<file path="src/rtl/sb_pattern_detect_if.sv">
// Deserialized sideband RX word bus feeding the pattern detector.
interface sb_pattern_detect_if;
    logic [63:0] i_rx_word;
    logic        i_rx_word_valid;

    modport master (output i_rx_word, output i_rx_word_valid);
    modport slave  (input  i_rx_word, input  i_rx_word_valid);
endinterface

</file>
<file path="src/rtl/sb_pattern_detect.sv">
// Sideband RX clock-pattern detector: hunts for MATCH_TARGET consecutive
// PATTERN words and pulses o_rx_sb_pattern_samp_done once on success.
module sb_pattern_detect #(
    parameter logic [63:0] PATTERN      = 64'hAAAA_AAAA_AAAA_AAAA,
    parameter int unsigned MATCH_TARGET = 2,
    parameter int unsigned GAP_MAX      = 200
) (
    input  logic                      i_clk,
    input  logic                      i_rst,
    input  logic                      i_detect_en,
    sb_pattern_detect_if.slave        rx,
    output logic                      o_rx_sb_pattern_samp_done,
    output logic                      o_pattern_detected,
    output logic [2:0]                o_match_cnt,
    output logic [7:0]                o_mismatch_cnt,
    output logic                      o_gap_timeout
);

    typedef enum logic [1:0] {
        IDLE  = 2'd0,
        HUNT  = 2'd1,
        MATCH = 2'd2,
        DONE  = 2'd3
    } state_t;

    localparam logic [2:0] TARGET = 3'(MATCH_TARGET);
    localparam logic [7:0] GAP_LIM = 8'(GAP_MAX);

    state_t     r_state, w_state;
    logic [2:0] r_match_cnt, w_match_cnt;
    logic [7:0] r_mismatch_cnt, w_mismatch_cnt;
    logic [7:0] r_gap, w_gap;
    logic       r_done, w_done;
    logic       r_detected, w_detected;
    logic       r_timeout, w_timeout;
    logic       w_hit;
    logic [7:0] w_mismatch_inc;
    logic [2:0] w_match_inc;

    assign w_hit          = (rx.i_rx_word == PATTERN);
    assign w_mismatch_inc = (r_mismatch_cnt == 8'hFF) ? r_mismatch_cnt : r_mismatch_cnt + 8'd1;
    assign w_match_inc    = r_match_cnt + 3'd1;

    always_ff @(posedge i_clk or posedge i_rst) begin
        if (i_rst) begin
            r_state        <= IDLE;
            r_match_cnt    <= '0;
            r_mismatch_cnt <= '0;
            r_gap          <= '0;
            r_done         <= 1'b0;
            r_detected     <= 1'b0;
            r_timeout      <= 1'b0;
        end else begin
            r_state        <= w_state;
            r_match_cnt    <= w_match_cnt;
            r_mismatch_cnt <= w_mismatch_cnt;
            r_gap          <= w_gap;
            r_done         <= w_done;
            r_detected     <= w_detected;
            r_timeout      <= w_timeout;
        end
    end

    always_comb begin
        w_state        = r_state;
        w_match_cnt    = r_match_cnt;
        w_mismatch_cnt = r_mismatch_cnt;
        w_gap          = r_gap;
        w_done         = 1'b0;
        w_detected     = 1'b0;
        w_timeout      = 1'b0;

        // Disable wins over everything, including a final matching word.
        if (!i_detect_en) begin
            w_state     = IDLE;
            w_match_cnt = '0;
            w_gap       = '0;
        end else begin
            unique case (r_state)
                IDLE: begin
                    w_state        = HUNT;
                    w_mismatch_cnt = '0;
                end
                HUNT: begin
                    if (rx.i_rx_word_valid) begin
                        if (w_hit) begin
                            w_match_cnt = 3'd1;
                            if (TARGET == 3'd1) begin
                                w_state    = DONE;
                                w_done     = 1'b1;
                                w_detected = 1'b1;
                            end else begin
                                w_state = MATCH;
                            end
                        end else begin
                            w_mismatch_cnt = w_mismatch_inc;
                        end
                    end
                end
                MATCH: begin
                    if (rx.i_rx_word_valid) begin
                        w_gap = '0;
                        if (w_hit) begin
                            w_match_cnt = w_match_inc;
                            if (w_match_inc == TARGET) begin
                                w_state    = DONE;
                                w_done     = 1'b1;
                                w_detected = 1'b1;
                            end
                        end else begin
                            w_match_cnt    = '0;
                            w_mismatch_cnt = w_mismatch_inc;
                            w_state        = HUNT;
                        end
                    end else if (r_gap + 8'd1 == GAP_LIM) begin
                        w_match_cnt = '0;
                        w_gap       = '0;
                        w_timeout   = 1'b1;
                        w_state     = HUNT;
                    end else begin
                        w_gap = r_gap + 8'd1;
                    end
                end
                DONE: begin
                    w_detected = 1'b1;
                end
                default: w_state = IDLE;
            endcase
        end
    end

    assign o_rx_sb_pattern_samp_done = r_done;
    assign o_pattern_detected        = r_detected;
    assign o_match_cnt               = r_match_cnt;
    assign o_mismatch_cnt            = r_mismatch_cnt;
    assign o_gap_timeout             = r_timeout;

endmodule
</file>
<file path="src/flat_wrapper.sv">
// flat-port wrapper written by rule: the top's interface ports become plain ports
module sb_pattern_detect_flat 
#(
    parameter logic [63:0] PATTERN      = 64'hAAAA_AAAA_AAAA_AAAA,
    parameter int unsigned MATCH_TARGET = 2,
    parameter int unsigned GAP_MAX      = 200
)
  (i_clk, i_rst, i_detect_en, o_rx_sb_pattern_samp_done, o_pattern_detected, o_match_cnt, o_mismatch_cnt, o_gap_timeout, rx_i_rx_word, rx_i_rx_word_valid);
  sb_pattern_detect_if rx_i ();
  input  logic i_clk;
  input  logic i_rst;
  input  logic i_detect_en;
  output logic o_rx_sb_pattern_samp_done;
  output logic o_pattern_detected;
  output logic [2:0] o_match_cnt;
  output logic [7:0] o_mismatch_cnt;
  output logic o_gap_timeout;
  input wire logic [$bits(rx_i.i_rx_word)-1:0] rx_i_rx_word;
  input wire logic [$bits(rx_i.i_rx_word_valid)-1:0] rx_i_rx_word_valid;
  assign rx_i.i_rx_word = rx_i_rx_word;
  assign rx_i.i_rx_word_valid = rx_i_rx_word_valid;
  sb_pattern_detect #(.PATTERN(PATTERN), .MATCH_TARGET(MATCH_TARGET), .GAP_MAX(GAP_MAX)) u_core (.i_clk(i_clk), .i_rst(i_rst), .i_detect_en(i_detect_en), .rx(rx_i), .o_rx_sb_pattern_samp_done(o_rx_sb_pattern_samp_done), .o_pattern_detected(o_pattern_detected), .o_match_cnt(o_match_cnt), .o_mismatch_cnt(o_mismatch_cnt), .o_gap_timeout(o_gap_timeout));
endmodule
</file>
<file path="config.mk">
export PLATFORM = sky130hd
export DESIGN_NAME = sb_pattern_detect_flat
export DESIGN_NICKNAME = d
export VERILOG_FILES = /design/src/rtl/sb_pattern_detect_if.sv /design/src/rtl/sb_pattern_detect.sv /design/src/flat_wrapper.sv
export SDC_FILE = /design/constraint.sdc
export NUM_CORES = 1
export LEC_CHECK = 0
export ABC_AREA = 1
export CAP_MARGIN = 20
export CELL_PAD_IN_SITES_DETAIL_PLACEMENT = 0
export CELL_PAD_IN_SITES_GLOBAL_PLACEMENT = 1
export CORE_AREA = 2 2 87 89
export CTS_CLUSTER_DIAMETER = 80
export DETAILED_ROUTE_END_ITERATION = 6
export DIE_AREA = 0 0 89 91
export PLACE_DENSITY_LB_ADDON = 0.08
export SLEW_MARGIN = 20
export SYNTH_ARGS = -nofsm -noshare
export SYNTH_HDL_FRONTEND = slang
export SYNTH_SLANG_ARGS = --single-unit
</file>
<file path="constraint.sdc">
create_clock -name i_clk -period 2.1 [get_ports i_clk]
set_clock_uncertainty 0.2 [all_clocks]
set_input_delay 0.42 -clock i_clk [delete_from_list [all_inputs] [get_ports i_clk]]
set_output_delay 0.42 -clock i_clk [all_outputs]
set_load 0.02 [all_outputs]
</file>
After elaboration in Yosys (flattened, before gate mapping)
Index checks and enable logic that the tools add are counted.

Flip-flop bits (word level): 24. Output and inout bits: 14.

$add $sub $neg: 3. Equality and inequality tests: 17. Mux-type cells: 34. Reduce and logical (&&, ||, !) cells: 6.

Operator list (number): 64-bit == test (second input constant) (1); 8-bit 2-to-1 mux (7); 3-bit 2-to-1 mux (6); 8-bit by 1-bit adder with 8-bit output (second input constant) (2); 8-bit == test (second input constant) (2); 8-bit one-hot mux with 2 select lines (1); 2-bit 2-to-1 mux (7); 1-bit 2-to-1 mux (10); 5-bit AND reduction (2); 2-bit one-hot mux with 3 select lines (1); 3-bit one-hot mux with 2 select lines (1); 5-bit inequality test (second input constant) (1); 2-bit == test (second input constant) (2); 2-bit by 1-bit inequality test with 1-bit output (second input constant) (2); 2-bit inequality test (second input constant) (2); 4-bit by 1-bit inequality test with 1-bit output (second input constant) (1); 4-bit by 3-bit inequality test with 1-bit output (second input constant) (1); 4-bit AND reduction (1); 3-bit by 1-bit adder with 3-bit output (second input constant) (1); 3-bit by 2-bit == test with 1-bit output (second input constant) (1); 3-bit by 1-bit inequality test with 1-bit output (second input constant) (1); 3-bit by 2-bit inequality test with 1-bit output (second input constant) (1); 3-bit inequality test (second input constant) (1); 2-bit by 1-bit == test with 1-bit output (second input constant) (1); 4 further kinds (4).

Depth between registers and ports, before layout
Word-level depth: 7. Depth in mapped cells: 12.

Worst setup path after synthesis
Ideal clock, no wire load.

Kind: register to register. Start: register u_core.r_gap[0]. End: register u_core.r_state[1]. Setup time: 0.119 ns. Data arrival time: 1.472 ns. Data required time: 1.781 ns. Slack: 0.309 ns. Cell stages (with the launch flop): 11. Buffers on the path: 0. Cell sequence: dfrtp_1 -> ha_1 -> nand3_2 -> o21ai_1 -> nand2_2 -> nor2_4 -> nand3_2 -> nand2_4 -> nand2_4 -> o21bai_1 -> nand2_1.

Cells in the longest elaborated chain, start to end: 4.

RTL lines: from (decl) (line sb_pattern_detect.sv:32) `logic [7:0] r_gap, w_gap;`; from (signal assigned) (line sb_pattern_detect.sv:57) `r_gap <= w_gap;`; 8-bit by 1-bit adder with 8-bit output (line sb_pattern_detect.sv:115) `end else if (r_gap + 8'd1 == GAP_LIM) begin`; 8-bit == test (line sb_pattern_detect.sv:115); 4-bit by 3-bit inequality test with 1-bit output (no line); 5-bit AND reduction (no line); to (signal assigned) (line sb_pattern_detect.sv:54) `r_state <= w_state;`; to (decl) (line sb_pattern_detect.sv:29) `state_t r_state, w_state;`.

Every way passes these cells. A chain may end at the register's enable or synchronous reset.

Worst setup path after layout
Start: register u_core.r_mismatch_cnt[4], in the netlist u_core.o_mismatch_cnt[4]. End: output port o_mismatch_cnt[4].

RTL lines: from (decl) (line sb_pattern_detect.sv:31) `logic [7:0] r_mismatch_cnt, w_mismatch_cnt;`; from (signal assigned) (line sb_pattern_detect.sv:56) `r_mismatch_cnt <= w_mismatch_cnt;`; to (decl) (line flat_wrapper.sv:16) `output logic [7:0] o_mismatch_cnt;`.

No word-level cell between the ends.

==> Implementation_results.wiki <==
{| class="wikitable"
! Metric !! Value
|-
| Clock network power share || ~17%
|-
| Cell with the biggest individual delay on the critical path || clkdlybuf4s50_1
|-
| # nets final || 494
|-
| Top Ports || 82
|-
| Antenna diodes || 0
|-
| GR Util All Layers || 13.72%
|-
| Die extent in x || 89 um
|-
| Post-synthesis cell type count || 27
|-
| Slew at the pin with the worst max-slew slack || just over 300 ps
|-
| Largest fanout on the critical path || 5
|-
| Die Height || 91 um
|-
| Capturing element type of the critical path || output port
|-
| Final clock period utilization by the worst path || 93.83%
|-
| CTS Hold Bufs || 0
|-
| Vias || 2178
|-
| Sequential power share || 33.7%
|-
| Power Dens Cells || ~520 nW/um2
|-
| Fin Hold WS || 301.7 ps
|-
| Highest-count cells in the layout ignoring fill and taps || clkdlybuf4s50_1 (81), nand2_1 (80), inv_1 (65)
|-
| Initial cell density of the core || 28.56%
|-
| Final GP Congestion || 0.7813
|-
| Combinational power share || 49.9%
|-
| Area of the core || 7137 um2
|-
| Share of cells above drive strength 1 || 9.375%
|-
| DRC Markers || 0
|-
| Maximum resistive drop on vdd || 0.3257 mV
|-
| Required time of the critical path || 1480 ps
|-
| Peak Freq || 507.5 MHz
|-
| Number of filler cells placed in the layout || 788
|-
| Number of CTS-inserted buffers || 3
|-
| Max Root-Sink Buffers || 2
|-
| Finish-stage setup viols || 0
|-
| Post-Syn Area || 2038 um2
|-
| Final max-slew violation count || 0
|-
| Leakage power summed over all cells || 1.451 nW
|-
| Min-Delay Path Class || in2async
|-
| Routed wire length || 5239 um
|-
| Mean routed wirelength per cell || 10.17 um
|-
| Data arrival, critical path || around 1400 ps
|-
| TritonCTS clock tree || built
|-
| Asr flop ratio synth || 100.0%
|-
| Clock root cell || clkbuf_8
|-
| Ordered cell list for the critical path || clkdlybuf4s50_1
|-
| Wire length of the first global-routing pass || 9039 um
|-
| Largest delay contributor family on the critical path || buffers and inverters
|-
| RSZ-0062 raised after global routing || false
|-
| Number of design-rule violations left by the first detailed-router iteration || 54
|-
| Instance count of the mapped netlist || around 320
|-
| Sort of element at the start of the critical path || flop
|-
| CTS H-tree depth || 1
|-
| Routed vias/inst || around 4.2
|-
| Detail Route Antenna Nets || 0
|-
| Hold Vio Cnt, Final || 0
|-
| Net switching power || 0.6193 mW
|-
| Drt first pass iters || 4
|-
| Clock-pin transition on the worst setup and hold timing paths || 90 ps
|-
| Sum of overflow across all layers after global routing || 0
|-
| Number of warnings printed during yosys synthesis || 0
|-
| Antenna violations before repair || 0
|-
| Synthesis-to-finish area growth || 53.65%
|-
| Sw Ratio || approximately two fifths
|-
| Result of the run || completed
|-
| Row count || 31
|-
| Minimum period implied by the final worst setup slack || 1970 ps
|-
| Main flop type after synthesis || dfrtp_1
|-
| Total half-perimeter wirelength after legalization and detailed placement || about 4500 um
|-
| Post-synthesis sequential area ratio || 29.47%
|-
| CTS sink count || 24
|-
| Latest clock arrival within the worst-skew pair || 260 ps
|-
| Critical path type || reg2out
|-
| CP max stage delay || 640 ps
|-
| Count of flip-flops with a built-in enable after synthesis || 0
|-
| Final cell utilization of the core || 43.88%
|-
| Worst path buffer plus inverter count || 1
|-
| Buffers added on ports || 81
|-
| Most common cell after layout, fill and taps aside || clkdlybuf4s50_1
|-
| Post-synth net total || 398
|-
| Number of register bits inferred by synthesis || 24
|-
| Multi-input logic area || 1236 um2
|-
| Max-cap violations || 0
|-
| Register Area || ~600 um2
|-
| Mapped Avg Cell Area || between 6 and 7 um2
|-
| Pin count of the biggest net entering global routing || 25
|-
| Cell internal power dissipation || 1.005 mW
|-
| Area enclosed by the die boundary || 8099 um2
|-
| Via count of the first global-routing pass || 2141
|-
| Max-Slew Margin vs Limit || between 70% and 80%
|}
[stage by stage]
| step | setup TNS (ps) | total power [mW] | cell area [um2] | setup slack (ps) | std cells |
|---|---|---|---|---|---|
| floorplan | 0 | 0.9713 | 2038 | 309.2 | 322 |
| global placement | -3175 | 1.306 | 3037 | -302.1 | 510 |
| detailed placement | -3263 | 1.308 | 3037 | -299.4 | 510 |
| CTS | 0 | 1.584 | 3085 | 29.61 | 513 |
| global route | 0 | 1.776 | 3132 | 6.200 | 515 |
| finish | 0 | 1.625 | 3132 | 129.6 | 515 |
[cell type report]
type | instances | area share (%)
inverters | 65 | 7.791
multi-input cells | 233 | 39.47
repair buffers | 91 | 28.29
well taps | 99 | 3.955
flip-flops and latches | 24 | 19.18
clock buffers | 3 | 1.318
[logic make-up (layout without fill, tap and decap cells)]
| family | count (synthesis) | after routing | synth area share [%] |
|---|---|---|---|
| buffers and inverters | 66 | 159 | 12.15 |
| adders and majority gates | 8 | 8 | 4.911 |
| DFF | 24 | 24 | 29.47 |
| xor gates and xnor gates | 8 | 8 | 3.806 |
| and+or+nand+nor | 198 | 198 | 44.57 |
| AOI/OAI and AO/OA | 18 | 19 | 5.095 |
[worst reg2reg max path: cells and delay by family (launching register included)]
kind	cells	cell delay, ps
and+or+nand+nor	7	700
AOI/OAI and AO/OA	2	310
DFF	1	390
adders and majority gates	1	220
[sequential cells by signal, indices dropped and copies added, names as in the netlist]
register,flops
u_core.o_mismatch_cnt,8
u_core.o_rx_sb_pattern_samp_done,1
u_core.o_pattern_detected,1
u_core.o_match_cnt,3
u_core.o_gap_timeout,1
u_core.r_gap,8
u_core.r_state,2
[repair_timing]
item / in CTS / in global routing
pin swaps: 0 / 5
hold endpoints to repair: 0 / 0
gates cloned: 0 / 1
buffers inserted: 0 / 1
gates resized for setup: 2 / 8
setup endpoints to repair: 1 / 13
[routing by layer]
metal | vias up | global-route usage [%] | part of all wire, % | routed length (um)
met5 | - | 0 | 0 | 0
met4 | 0 | 1.493 | 0.27 | 14
met3 | 2 | 2.727 | 4.5 | 237
met2 | 39 | 24.44 | 49 | 2592
met1 | 944 | 17.46 | 46 | 2394
li1 | 1193 | - | - | -
[worst paths after layout]
kind                                                       from                                   end  slack (ps)  cells past startpoint
min in group i_clk            u_core.o_match_cnt[2]$_DFFE_PP0P_     u_core.o_match_cnt[2]$_DFFE_PP0P_         340                      2
max in group asynchronous                                 i_rst  u_core.o_mismatch_cnt[3]$_DFFE_PP0P_        1160                      3
hold / removal                                            i_rst           u_core.r_gap[6]$_DFFE_PP0N_         300                      3
setup / recovery           u_core.o_mismatch_cnt[4]$_DFFE_PP0P_                     o_mismatch_cnt[4]         130                      1
setup reg to reg                    u_core.r_gap[1]$_DFFE_PP0N_         u_core.r_state[1]$_DFFE_PP0P_         180                     10
hold reg to reg               u_core.o_match_cnt[2]$_DFFE_PP0P_     u_core.o_match_cnt[2]$_DFFE_PP0P_         340                      2
[power groups by stage]
stage	registers, mW	clock network, mW	logic [mW]
2_1_floorplan	0.582	0	0.389
3_3_place_gp	0.555	0	0.750
3_5_place_dp	0.557	0	0.751
4_1_cts	0.548	0.284	0.752
5_1_grt	0.556	0.298	0.922
6_report	0.547	0.268	0.810
[synth_stat cells, types with 2 or more instances]
cell / number / area, um2
nand3_1: 20 / 100.1
nand3b_1: 2 / 15.01
nor2_2: 3 / 18.77
nand4_1: 18 / 112.6
xnor2_1: 2 / 17.52
nand2_1: 81 / 304.0
xor2_1: 5 / 43.79
nor2_1: 58 / 217.7
o22ai_1: 4 / 25.02
o21ai_1: 6 / 30.03
nor2_4: 2 / 22.52
nand2_4: 3 / 33.78
nand2_2: 3 / 18.77
or2_2: 2 / 12.51
a21oi_1: 3 / 15.01
dfrtp_1: 24 / 600.6
o21ai_0: 2 / 10.01
nand3_2: 2 / 20.02
inv_1: 65 / 244.0
ha_1: 8 / 100.1
nor3_1: 3 / 15.01
(Power assumes the default switching activity.)
